==> src/rtl/pipeline_pkg.sv <==
// Shared definitions for the pipeline stage register: buffer state encoding
// and occupancy width.
package pipeline_pkg;

  localparam int OCC_W = 2;

  typedef enum logic [OCC_W-1:0] {
    ST_EMPTY = 2'd0,
    ST_BUSY  = 2'd1,
    ST_FULL  = 2'd2
  } state_t;

endpackage

==> src/rtl/pipe_stall_counter.sv <==
// Saturating event counter; sticks at all-ones instead of wrapping.
module pipe_stall_counter #(
  parameter int CNT_W = 16
) (
  input  logic             clk,
  input  logic             reset,
  input  logic             inc,
  output logic [CNT_W-1:0] count
);

  function automatic logic [CNT_W-1:0] sat_inc(input logic [CNT_W-1:0] v);
    return (&v) ? v : v + 1'b1;
  endfunction

  always_ff @(posedge clk) begin
    if (reset) begin
      count <= '0;
    end else if (inc) begin
      count <= sat_inc(count);
    end
  end

endmodule

==> src/rtl/pipeline_stage_register.sv <==
// Two-entry (main + skid) pipeline stage with registered in_ready, flush,
// bubble zeroing of control payload and a saturating stall counter.
module pipeline_stage_register
  import pipeline_pkg::*;
#(
  parameter int DATA_W = 32,
  parameter int CTRL_W = 8,
  parameter int CNT_W  = 16
) (
  input  logic              clk,
  input  logic              reset,
  input  logic              flush,
  input  logic              in_valid,
  output logic              in_ready,
  input  logic [DATA_W-1:0] in_data,
  input  logic [CTRL_W-1:0] in_ctrl,
  output logic              out_valid,
  input  logic              out_ready,
  output logic [DATA_W-1:0] out_data,
  output logic [CTRL_W-1:0] out_ctrl,
  output logic [OCC_W-1:0]  occupancy,
  output logic [CNT_W-1:0]  stall_cycles
);

  state_t              state_p0, state_nxt;
  logic [DATA_W-1:0]   main_data_p0, skid_data_p0;
  logic [CTRL_W-1:0]   main_ctrl_p0, skid_ctrl_p0;
  logic                in_fire, out_fire;
  logic                load_main_in, load_main_skid, load_skid;

  // Handshake outputs decode from the state register only.
  assign in_ready  = (state_p0 != ST_FULL);
  assign out_valid = (state_p0 != ST_EMPTY);
  assign occupancy = state_p0;
  assign out_data  = main_data_p0;
  assign out_ctrl  = out_valid ? main_ctrl_p0 : '0;

  assign in_fire  = in_valid & in_ready;
  assign out_fire = out_valid & out_ready;

  always_comb begin
    state_nxt      = state_p0;
    load_main_in   = 1'b0;
    load_main_skid = 1'b0;
    load_skid      = 1'b0;
    if (flush) begin
      state_nxt = ST_EMPTY;
    end else begin
      unique case (state_p0)
        ST_EMPTY: begin
          if (in_fire) begin
            state_nxt    = ST_BUSY;
            load_main_in = 1'b1;
          end
        end
        ST_BUSY: begin
          if (in_fire && !out_fire) begin
            state_nxt = ST_FULL;
            load_skid = 1'b1;
          end else if (out_fire && !in_fire) begin
            state_nxt = ST_EMPTY;
          end else if (in_fire && out_fire) begin
            load_main_in = 1'b1;
          end
        end
        ST_FULL: begin
          if (out_fire) begin
            state_nxt      = ST_BUSY;
            load_main_skid = 1'b1;
          end
        end
        default: state_nxt = ST_EMPTY;
      endcase
    end
  end

  // Stage boundary: buffer entries and state update on the rising edge.
  always_ff @(posedge clk) begin
    if (reset) begin
      state_p0     <= ST_EMPTY;
      main_data_p0 <= '0;
      main_ctrl_p0 <= '0;
      skid_data_p0 <= '0;
      skid_ctrl_p0 <= '0;
    end else begin
      state_p0 <= state_nxt;
      if (load_main_in) begin
        main_data_p0 <= in_data;
        main_ctrl_p0 <= in_ctrl;
      end else if (load_main_skid) begin
        main_data_p0 <= skid_data_p0;
        main_ctrl_p0 <= skid_ctrl_p0;
      end
      if (load_skid) begin
        skid_data_p0 <= in_data;
        skid_ctrl_p0 <= in_ctrl;
      end
    end
  end

  pipe_stall_counter #(
    .CNT_W(CNT_W)
  ) u_stall_counter (
    .clk  (clk),
    .reset(reset),
    .inc  (out_valid & ~out_ready),
    .count(stall_cycles)
  );

endmodule

==> config.mk <==
export PLATFORM = sky130hd
export DESIGN_NAME = pipeline_stage_register
export DESIGN_NICKNAME = d
export VERILOG_FILES = /design/src/rtl/pipeline_pkg.sv /design/src/rtl/pipe_stall_counter.sv /design/src/rtl/pipeline_stage_register.sv
export SDC_FILE = /design/constraint.sdc
export NUM_CORES = 1
export LEC_CHECK = 0
export ABC_AREA = 1
export BUFFER_PORTS_ARGS = -buffer_cell sky130_fd_sc_hd__buf_2
export CORE_MARGIN = 2
export CORE_UTILIZATION = 41
export DETAILED_ROUTE_END_ITERATION = 12
export GPL_TIMING_DRIVEN = 0
export PLACE_DENSITY = 0.64
export SYNTH_ARGS = -nofsm -noshare
export SYNTH_HDL_FRONTEND = slang
export SYNTH_HIERARCHICAL = 1
export SYNTH_SLANG_ARGS = --single-unit
==> constraint.sdc <==
create_clock -name clk -period 1.74 [get_ports clk]
set_input_delay 0.087 -clock clk [delete_from_list [all_inputs] [get_ports clk]]
set_output_delay 0.087 -clock clk [all_outputs]
set_load 0.005 [all_outputs]
==> metrics, run 1 <==
final period utilization=0.9715; global-route wire length before repair=about 21,000 um; crit path max fanout=10; Setup violations, final=0; CP Capture Type=register; GRT overflow=0; final instance area=0.006551 mm2; initial antenna violation count=0; final hold slack=between 0.01 and 0.015 ns; dpl hpwl=9102 um; critical path's slowest cell=dfxtp_4; most common cell after layout, fill and taps aside=nand3_1; Final TNS setup=0 ns; Mapped Nets=733; worst min path class=primary input to register; # rows=39; Worst EP required=about 2 ns; Synth Cell Area=0.004686 mm2; Mapped Cells=just under 700; gr usage total=0.2103; Final Hold Violating Endpoints=0; VDD IR-drop max=0.5854 mV; register clock-pin slew on the reported worst setup and hold paths=0.07 ns; non-filler cells, final=between 900 and 1,000; # diodes=0; vias per cell=5.045; clk root buf=clkbuf_16; largest net degree at the start of global routing=17; sequential-to-total area share from yosys stat=0.4187; Post-DRT Antenna Nets=0; First-pass DRT Iterations=5; Die Y=roughly 110 um; TritonCTS clock tree=yes; # IOs=about 110; Critical Path AT=1.97 ns; DP Area=0.005388 mm2; core area=0.01127 mm2; status=finished, final reports clean; routed len/inst=roughly 14 um; Critical Path Start Type=register; Synth top area share=0.4187; worst setup margin=0.04963 ns; Clock Skew=0.005956 ns; DRT iter0 DRCs=346; Final Power=5.442 mW; FILL cells=1,041; f_max=between 0.5 and 0.6 GHz; nets=892; global placement routability congestion=0.8815; top cell type by total area after synthesis=dfxtp_1; clock tree sinks=slightly below 100; DP Worst Slack=-0.5372 ns; Power Density=830.7 mW/mm2; synth warn=6; delay-heaviest family, CP=simple AND/OR/NAND/NOR gates; worst skew pair latency=between 0.3 and 0.4 ns; number of global-route vias before repair=about 4,600; CP max stage delay=0.37 ns; RSZ-0062 raised after global routing=yes; critical path class=register to register; Max Transition Viols Final=0; Die ar.=around 0.012 mm2; slew margin rel.=0.6067; CP most frequent cell=nor2_4; DRC viols=0; crit-path cells=nor2_4 -> buf_8 -> nor2_4 -> inv_2 -> ha_4 -> nand2_2 -> nor2_4 -> buf_4 -> o21ai_0 -> nor2_1; Util after Layout=0.5812; Yosys cell types=26; max cap viols=0; Buf+Inv Stages, Crit Path=3; share of post-route cells with drive strength above 1=0.2744; CTS H-tree depth=3; routed vias=5,005; Least-Margin Pin Slew=0.5899 ns; clk buf depth=2; Die Wd=110.9 um; LEAKAGE=3.001 nW; Starting Density=0.4157; Yosys reg bits=98; commonest non-fill, non-tap cells in the layout=nand3_1, nor2_1, buf_2, dfxtp_1, nand2_1; placed insts=932; Period minus WS final=approximately 1.7 ns; P&R area growth vs syn=39.81%; TritonCTS buffer count=9; Syn Area/Cell=6.841 um2; Area contributors post-synth=dfxtp_1, nand3_1, nor2_1, nand2_1, inv_1; port bufs=104; routed wire length=~14,000 um
synth_stat cells:
cell type / number
xnor2_1: 1
buf_6: 6
a211oi_1: 1
nand4_4: 1
nand2_1: 86
nand3_1: 136
buf_1: 4
clkbuf_1: 14
nor2_2: 6
nor2_8: 1
nand3b_1: 1
a21oi_1: 51
inv_2: 2
nor2_4: 5
buf_4: 4
o21ai_2: 1
nand2_2: 3
inv_1: 72
nor2_1: 125
nand4_1: 2
o21ai_1: 6
ha_1: 3
o21ai_0: 39
buf_2: 16
dfxtp_1: 98
nand2_4: 1
worst register-to-register path: stages (launching register included):
cell and delay, ns:
dfxtp_4 0.37, nor2_4 0.14, buf_8 0.13, nor2_4 0.04, inv_2 0.07, ha_4 0.13, nand2_2 0.07, nor2_4 0.23
buf_4 0.21, o21ai_0 0.10, nor2_1 0.14
state kept, by name, indices dropped and copies added, names as in the netlist:
register	count
main_ctrl_p0	8
occupancy	2
out_data	32
skid_ctrl_p0	8
skid_data_p0	32
u_stall_counter/count	16
path summary, 6_finish.rpt:
path	startpoint	to	slack (ns)	depth (start not counted)
hold / removal	in_data[11]	skid_data_p0[11]	0.01	3
setup / recovery	occupancy[0]	skid_data_p0[12]	0.05	10
hold reg to reg	out_data[2]	out_data[2]	0.48	2
setup reg to reg	occupancy[0]	skid_data_p0[12]	0.05	10
cells by family after synthesis:
group	after synthesis	synth area share
and+or+nand+nor	367	0.3538
buffers and inverters	118	0.1116
AOI/OAI and AO/OA	98	0.1060
DFF	98	0.4187
adders and majority gates	3	0.008012
xor gates and xnor gates	1	0.001870
power by group:
group | switching [mW] | internal, mW | leakage (nW)
clock | 0.892 | 1.55 | 0.176
sequential | 0.0416 | 2.32 | 0.797
combinational | 0.349 | 0.295 | 2.03
total | 1.28 | 4.16 | 3.00
area by class of cell:
cell class / count / area (um2) / share of cell area
Sequential cell: 98 / 1969 / 0.3006
Buffer: 43 / 324.1 / 0.04947
Timing Repair Buffer: 149 / 983.4 / 0.1501
Clock buffer: 9 / 225.2 / 0.03438
Inverter: 74 / 282.8 / 0.04316
Clock inverter: 7 / 141.4 / 0.02158
Multi-Input combinational cell: 469 / 2446 / 0.3734
Tap cell: 143 / 178.9 / 0.02731
metal layers:
| metal | vias to the layer above | part of all wire | GRT usage |
|---|---|---|---|
| met2 | 141 | 0.47 | 0.3493 |
| met3 | 19 | 0.046 | 0.03991 |
| met5 | - | 0 | 0 |
| li1 | 2524 | - | - |
| met4 | 0 | 0.018 | 0.09000 |
| met1 | 2321 | 0.46 | 0.2673 |
repair_timing:
item	in CTS	in global routing
hold buffers	33	0
setup endpoints to repair	96	84
endpoints found under the hold margin	35	0
pin swaps	4	9
cloned	0	4
resized for setup	30	76
buffers inserted	4	4
Power figures use the tool's default switching activity.
==> inputs of run 2 (changes only) <==
CORE_UTILIZATION = 40   (was 41)
PLACE_DENSITY = 0.62   (was 0.64)
==> run 2 against run 1 <==
The run now ends with setup timing left. Final area decreased by 1.6%. Register-to-register slack got worse by 0.06 ns. Critical path depth increased by 1. Clock power decreased by 23%. Hold slack got worse by 0.013 ns. Sequential power about the same. Utilization decreased by 1.6 points. Combinational power decreased by 0.6%. Largest power group is now sequential cells.
==> metrics, run 2 (synthesized netlist as in run 1, its figures left out) <==
status=complete, but fails checks; failing checks=setup timing; core area=around 0.011 mm2; TritonCTS buffer count=9; share of post-route cells with drive strength above 1=0.2488; final instance area=0.006449 mm2; # rows=39; number of global-route vias before repair=~4,500; worst reg2reg path depth=11; critical path's slowest cell=dfxtp_4; commonest non-fill, non-tap cells in the layout=nand3_1, nor2_1, buf_2, dfxtp_1, nand2_1; R2R Setup Slk=-0.008 ns; port bufs=104; DP Area=0.005388 mm2; worst min path class=primary input to register; NetSw=1.278 mW; DRC viols=0; register clock-pin slew on the reported worst setup and hold paths=0.07 ns; routed len/inst=between 10 and 15 um; Post-DRT Antenna Nets=0; DRT iter0 DRCs=238; Starting Density=0.4104; VDD IR-drop max=0.4352 mV; largest net degree at the start of global routing=18; CTS H-tree depth=3; clk buf depth=2; Int Pwr=roughly 3.6 mW; Die Y=112.2 um; clock power share=0.385; global-route wire length before repair=approximately 21,000 um; slew margin rel.=0.6532; max cap viols=0; sequential power share=0.484; Max Transition Viols Final=0; hold wc startpoint=in_data[19]; Critical Path Start Type=register; Buf+Inv Stages, Crit Path=3; routed vias=4,939; Period minus WS final=1.748 ns; Worst EP required=roughly 2.0 ns; Clock Skew=0.005403 ns; crit-path cells=inv_4 -> nor2_4 -> buf_6 -> nor2_4 -> ha_2 -> nand3_4 -> nand2_8 -> nand2_8 -> clkbuf_16 -> nand3_1 -> a21oi_2; clock tree sinks=98; critical path class=register to register; routed wire length=13,400 um; First-pass DRT Iterations=4; CP max stage delay=0.37 ns; placed insts=932; non-filler cells, final=995; dpl hpwl=9198 um; Least-Margin Pin Slew=0.5203 ns; crit path max fanout=8; vias per cell=4.964; # IOs=approximately 110; CP startpoint=occupancy[1]; r2r startpoint=occupancy[1]; most common cell after layout, fill and taps aside=nand3_1; CP Capture Type=register; worst skew pair latency=~0.35 ns; Power Density=756.1 mW/mm2; f_max=0.5722 GHz; FILL cells=around 1,100; Die Wd=112.2 um; # diodes=0; Logic pwr share=0.131; Sw Ratio=0.2622; P&R area growth vs syn=37.62%; Final Hold Violating Endpoints=0; delay-heaviest family, CP=simple AND/OR/NAND/NOR gates; worst setup margin=-0.007525 ns; nets=895; RSZ-0062 raised after global routing=yes; hold depth=3; LEAKAGE=2.992 nW; final period utilization=1.004; Critical Path AT=~2.0 ns; Setup violations, final=1; CP Depth=11; clk root buf=clkbuf_16; GRT overflow=0; Die ar.=0.01260 mm2; global placement routability congestion=0.9008; gr usage total=0.2040; initial antenna violation count=0; TritonCTS clock tree=yes
## run 2: layer usage
metal	part of all wire	vias to the layer above	track usage
li1	-	2535	-
met1	0.46	2261	0.2779
met2	0.48	123	0.3281
met3	0.041	20	0.02862
met4	0.021	0	0.08130
met5	0	-	0
## run 2: worst paths after layout
kind,to
max,main_ctrl_p0[2]
min,skid_data_p0[19]
max reg2reg,main_ctrl_p0[2]
min reg2reg,out_data[6]
## run 2: worst register-to-register path, stage by stage (launching register included)
cell and delay (ns):
dfxtp_4 0.37, inv_4 0.08, nor2_4 0.04, buf_6 0.12
nor2_4 0.08, ha_2 0.20, nand3_4 0.10, nand2_8 0.16
nand2_8 0.14, clkbuf_16 0.19, nand3_1 0.08, a21oi_2 0.06
## run 2: power by group through the flow
| stage | clock (mW) | combinational, mW | sequential (mW) |
|---|---|---|---|
| floorplan | 0 | 0.262 | 2.41 |
| global placement | 0 | 0.449 | 2.41 |
| detailed placement | 0 | 0.455 | 2.41 |
| CTS | 1.93 | 0.543 | 2.36 |
| global route | 2.04 | 0.703 | 2.37 |
| finish | 1.88 | 0.639 | 2.36 |
## run 2: what timing repair did
item                                    4_1_cts  5_1_grt
endpoints found under the setup margin       98       84
pin swaps                                     3       32
hold endpoints to repair                     34        0
buffers inserted                              4        3
resized for setup                            29       55
gates cloned                                  0        8
hold buffers                                 32        0
## run 2: stage by stage
| step | power, mW | utilization | hold WS [ns] | setup slack (ns) | setup TNS [ns] |
|---|---|---|---|---|---|
| after floorplan | 2.668 | - | 0.1561 | 0.003775 | 0 |
| after global placement | 2.854 | 0.4718 | 0.3196 | -0.4794 | -35.45 |
| after detailed placement | 2.864 | 0.4718 | 0.3245 | -0.5338 | -40.64 |
| after CTS | 4.833 | 0.5351 | 0.0006204 | 0.01101 | 0 |
| after global routing | 5.106 | 0.5648 | 0.02239 | -0.08985 | -4.426 |
| final | 4.876 | 0.5648 | 0.00008615 | -0.007525 | -0.007525 |
## run 2: cell type report
| type | count | area [um2] | share of cell area |
|---|---|---|---|
| timing repair buffer | 151 | 1042 | 0.1616 |
| clock inverter | 7 | 55.05 | 0.008537 |
| buffer | 44 | 347.8 | 0.05394 |
| sequential | 98 | 1969 | 0.3054 |
| clock buffer | 9 | 225.2 | 0.03492 |
| inverter | 74 | 282.8 | 0.04385 |
| tap | 143 | 178.9 | 0.02775 |
| multi-input combinational | 469 | 2347 | 0.3640 |
==> inputs of run 3 (changes only) <==
CORE_ASPECT_RATIO = 1.1   (was not set)
CORE_MARGIN = not set   (was 2)
==> run 3 against run 2 <==
The run now ends clean. Combinational power decreased by 7.4%. Via count decreased by 1.7%. Non-clock buffer count shrank 16. Critical path depth fell by 1. Final cell count down 0.90%. Power increased by 2.8%. Register-to-register slack improved by 0.02 ns. Fmax rose by 1.4%.
==> metrics, run 3 (synthesized netlist as in run 1, its figures left out) <==
share of post-route cells with drive strength above 1=0.2500; R2R Setup Slk=0.02 ns; FILL cells=1,154; vias per cell=about 4.9; TritonCTS buffer count=9; Max Transition Viols Final=0; clk root buf=clkbuf_16; CP Capture Type=register; Buf+Inv Stages, Crit Path=3; port bufs=104; CP max stage delay=0.37 ns; status=finished, final reports clean; critical path's slowest cell=dfxtp_4; Final Power=5.011 mW; final period utilization=0.9908; Setup violations, final=0; worst reg2reg path depth=10; dpl hpwl=9104 um; nets=around 880; hold depth=3; slew margin rel.=0.6618; DRT iter0 DRCs=191; Logic pwr share=0.118; routed wire length=12,780 um; hold wc startpoint=in_data[0]; clock power share=0.411; routed vias=4,855; Critical Path AT=2.00 ns; register area=0.001969 mm2; crit-path cells=nor2_4 -> buf_8 -> nor2_2 -> inv_1 -> ha_1 -> nand2_2 -> nor2_4 -> clkbuf_4 -> o21ai_0 -> nor2_1; First-pass DRT Iterations=5; # IOs=approximately 110; RSZ-0062 raised after global routing=yes; Die Y=~120 um; worst skew pair latency=0.34 ns; Least-Margin Pin Slew=0.5073 ns; f_max=0.5801 GHz; final hold slack=0.004208 ns; Period minus WS final=1.724 ns; max cap viols=0; sequential power share=0.470; global-route wire length before repair=20,530 um; Reg2Reg Capture Point=skid_data_p0[4]; clock tree sinks=98; core area=0.01144 mm2; TritonCTS clock tree=yes; worst min path class=primary input to register; global placement routability congestion=0.8363; Die Wd=105.2 um; Worst EP required=2.02 ns; LEAKAGE=2.907 nW; Sw Ratio=0.2454; register clock-pin slew on the reported worst setup and hold paths=0.07 ns; Int Pwr=3.782 mW; VDD IR-drop max=0.4099 mV; delay-heaviest family, CP=simple AND/OR/NAND/NOR gates; largest net degree at the start of global routing=17; CTS H-tree depth=3; commonest non-fill, non-tap cells in the layout=nand3_1, buf_2, nor2_1, dfxtp_1, nand2_1; Final Hold Violating Endpoints=0; Worst Hold Path EP=skid_data_p0[0]; NetSw=around 1.2 mW; Post-DRT Antenna Nets=0; CP most frequent cell=nor2_4; Power Density=798.7 mW/mm2; number of global-route vias before repair=4,416; # rows=41; # diodes=0; r2r startpoint=occupancy[0]; clk buf depth=2; Die ar.=between 0.01 and 0.015 mm2; GRT overflow=0; gr usage total=0.2088; DRC viols=0; routed len/inst=12.96 um; critical path class=register to register; Clock Skew=0.004969 ns; initial antenna violation count=0; Starting Density=0.4096; area of the multi-input gates=about 0.0023 mm2; P&R area growth vs syn=33.91%; most common cell after layout, fill and taps aside=nand3_1; Critical Path Start Type=register; crit path max fanout=10
==> run 3: how the worst max path moves through the flow <==
stage                 startpoint          endpoint  slack, ns  depth (start not counted)
floorplan           occupancy[0]   skid_ctrl_p0[0]      0.004                         11
global placement    occupancy[1]      out_data[21]      -0.49                         11
CTS                 occupancy[1]      out_data[13]       0.02                         12
finish              occupancy[0]   skid_data_p0[4]       0.02                         10
global route        occupancy[0]  skid_data_p0[19]      -0.11                         10
detailed placement  occupancy[1]      out_data[26]      -0.55                         11
==> run 3: power groups by stage <==
| stage | clock network (mW) | logic (mW) | registers, mW |
|---|---|---|---|
| finish | 2.06 | 0.592 | 2.36 |
| global route | 2.21 | 0.655 | 2.37 |
| CTS | 2.12 | 0.518 | 2.36 |
| detailed placement | 0 | 0.454 | 2.41 |
| global placement | 0 | 0.446 | 2.41 |
| floorplan | 0 | 0.262 | 2.41 |
==> run 3: metal layers <==
layer	wire length (um)	track usage	up-vias
met1	5807	0.2632	2213
met2	6312	0.3667	137
met4	137	0.07042	0
met3	518	0.03093	12
li1	-	-	2493
met5	0	0	-
==> run 3: cell type report <==
class / instances / area share
Inverter: 74 / 0.04506
Timing Repair Buffer: 135 / 0.1352
Tap cell: 150 / 0.02991
Clock inverter: 5 / 0.009970
Buffer: 44 / 0.05364
Clock buffer: 11 / 0.04028
Multi-Input combinational cell: 469 / 0.3721
Sequential cell: 98 / 0.3139
==> run 3: worst reg2reg max path, cell delays in order (launching register included) <==
cell      delay, ns
dfxtp_4        0.37
nor2_4         0.15
buf_8          0.13
nor2_2         0.04
inv_1          0.05
ha_1           0.16
nand2_2        0.08
nor2_4         0.23
clkbuf_4       0.24
o21ai_0        0.09
nor2_1         0.11
==> run 3: through the flow <==
stage | instances | cell area (um2) | setup WS (ns) | utilization | setup TNS, ns
2_1_floorplan | 685 | 4688 | 0.003775 | - | 0
3_3_place_gp | 939 | 5396 | -0.4916 | 0.4717 | -34.26
3_5_place_dp | 939 | 5396 | -0.5532 | 0.4717 | -38.12
4_1_cts | 980 | 6035 | 0.02328 | 0.5275 | 0
5_1_grt | 986 | 6275 | -0.1075 | 0.5485 | -4.092
6_report | 986 | 6275 | 0.01607 | 0.5485 | 0
==> run 3: what timing repair did <==
action	CTS	global route
endpoints found under the hold margin	23	0
pin swaps	3	13
gates cloned	0	4
gates resized for setup	27	54
setup endpoints to repair	95	84
buffers inserted	4	2
hold buffers	21	0
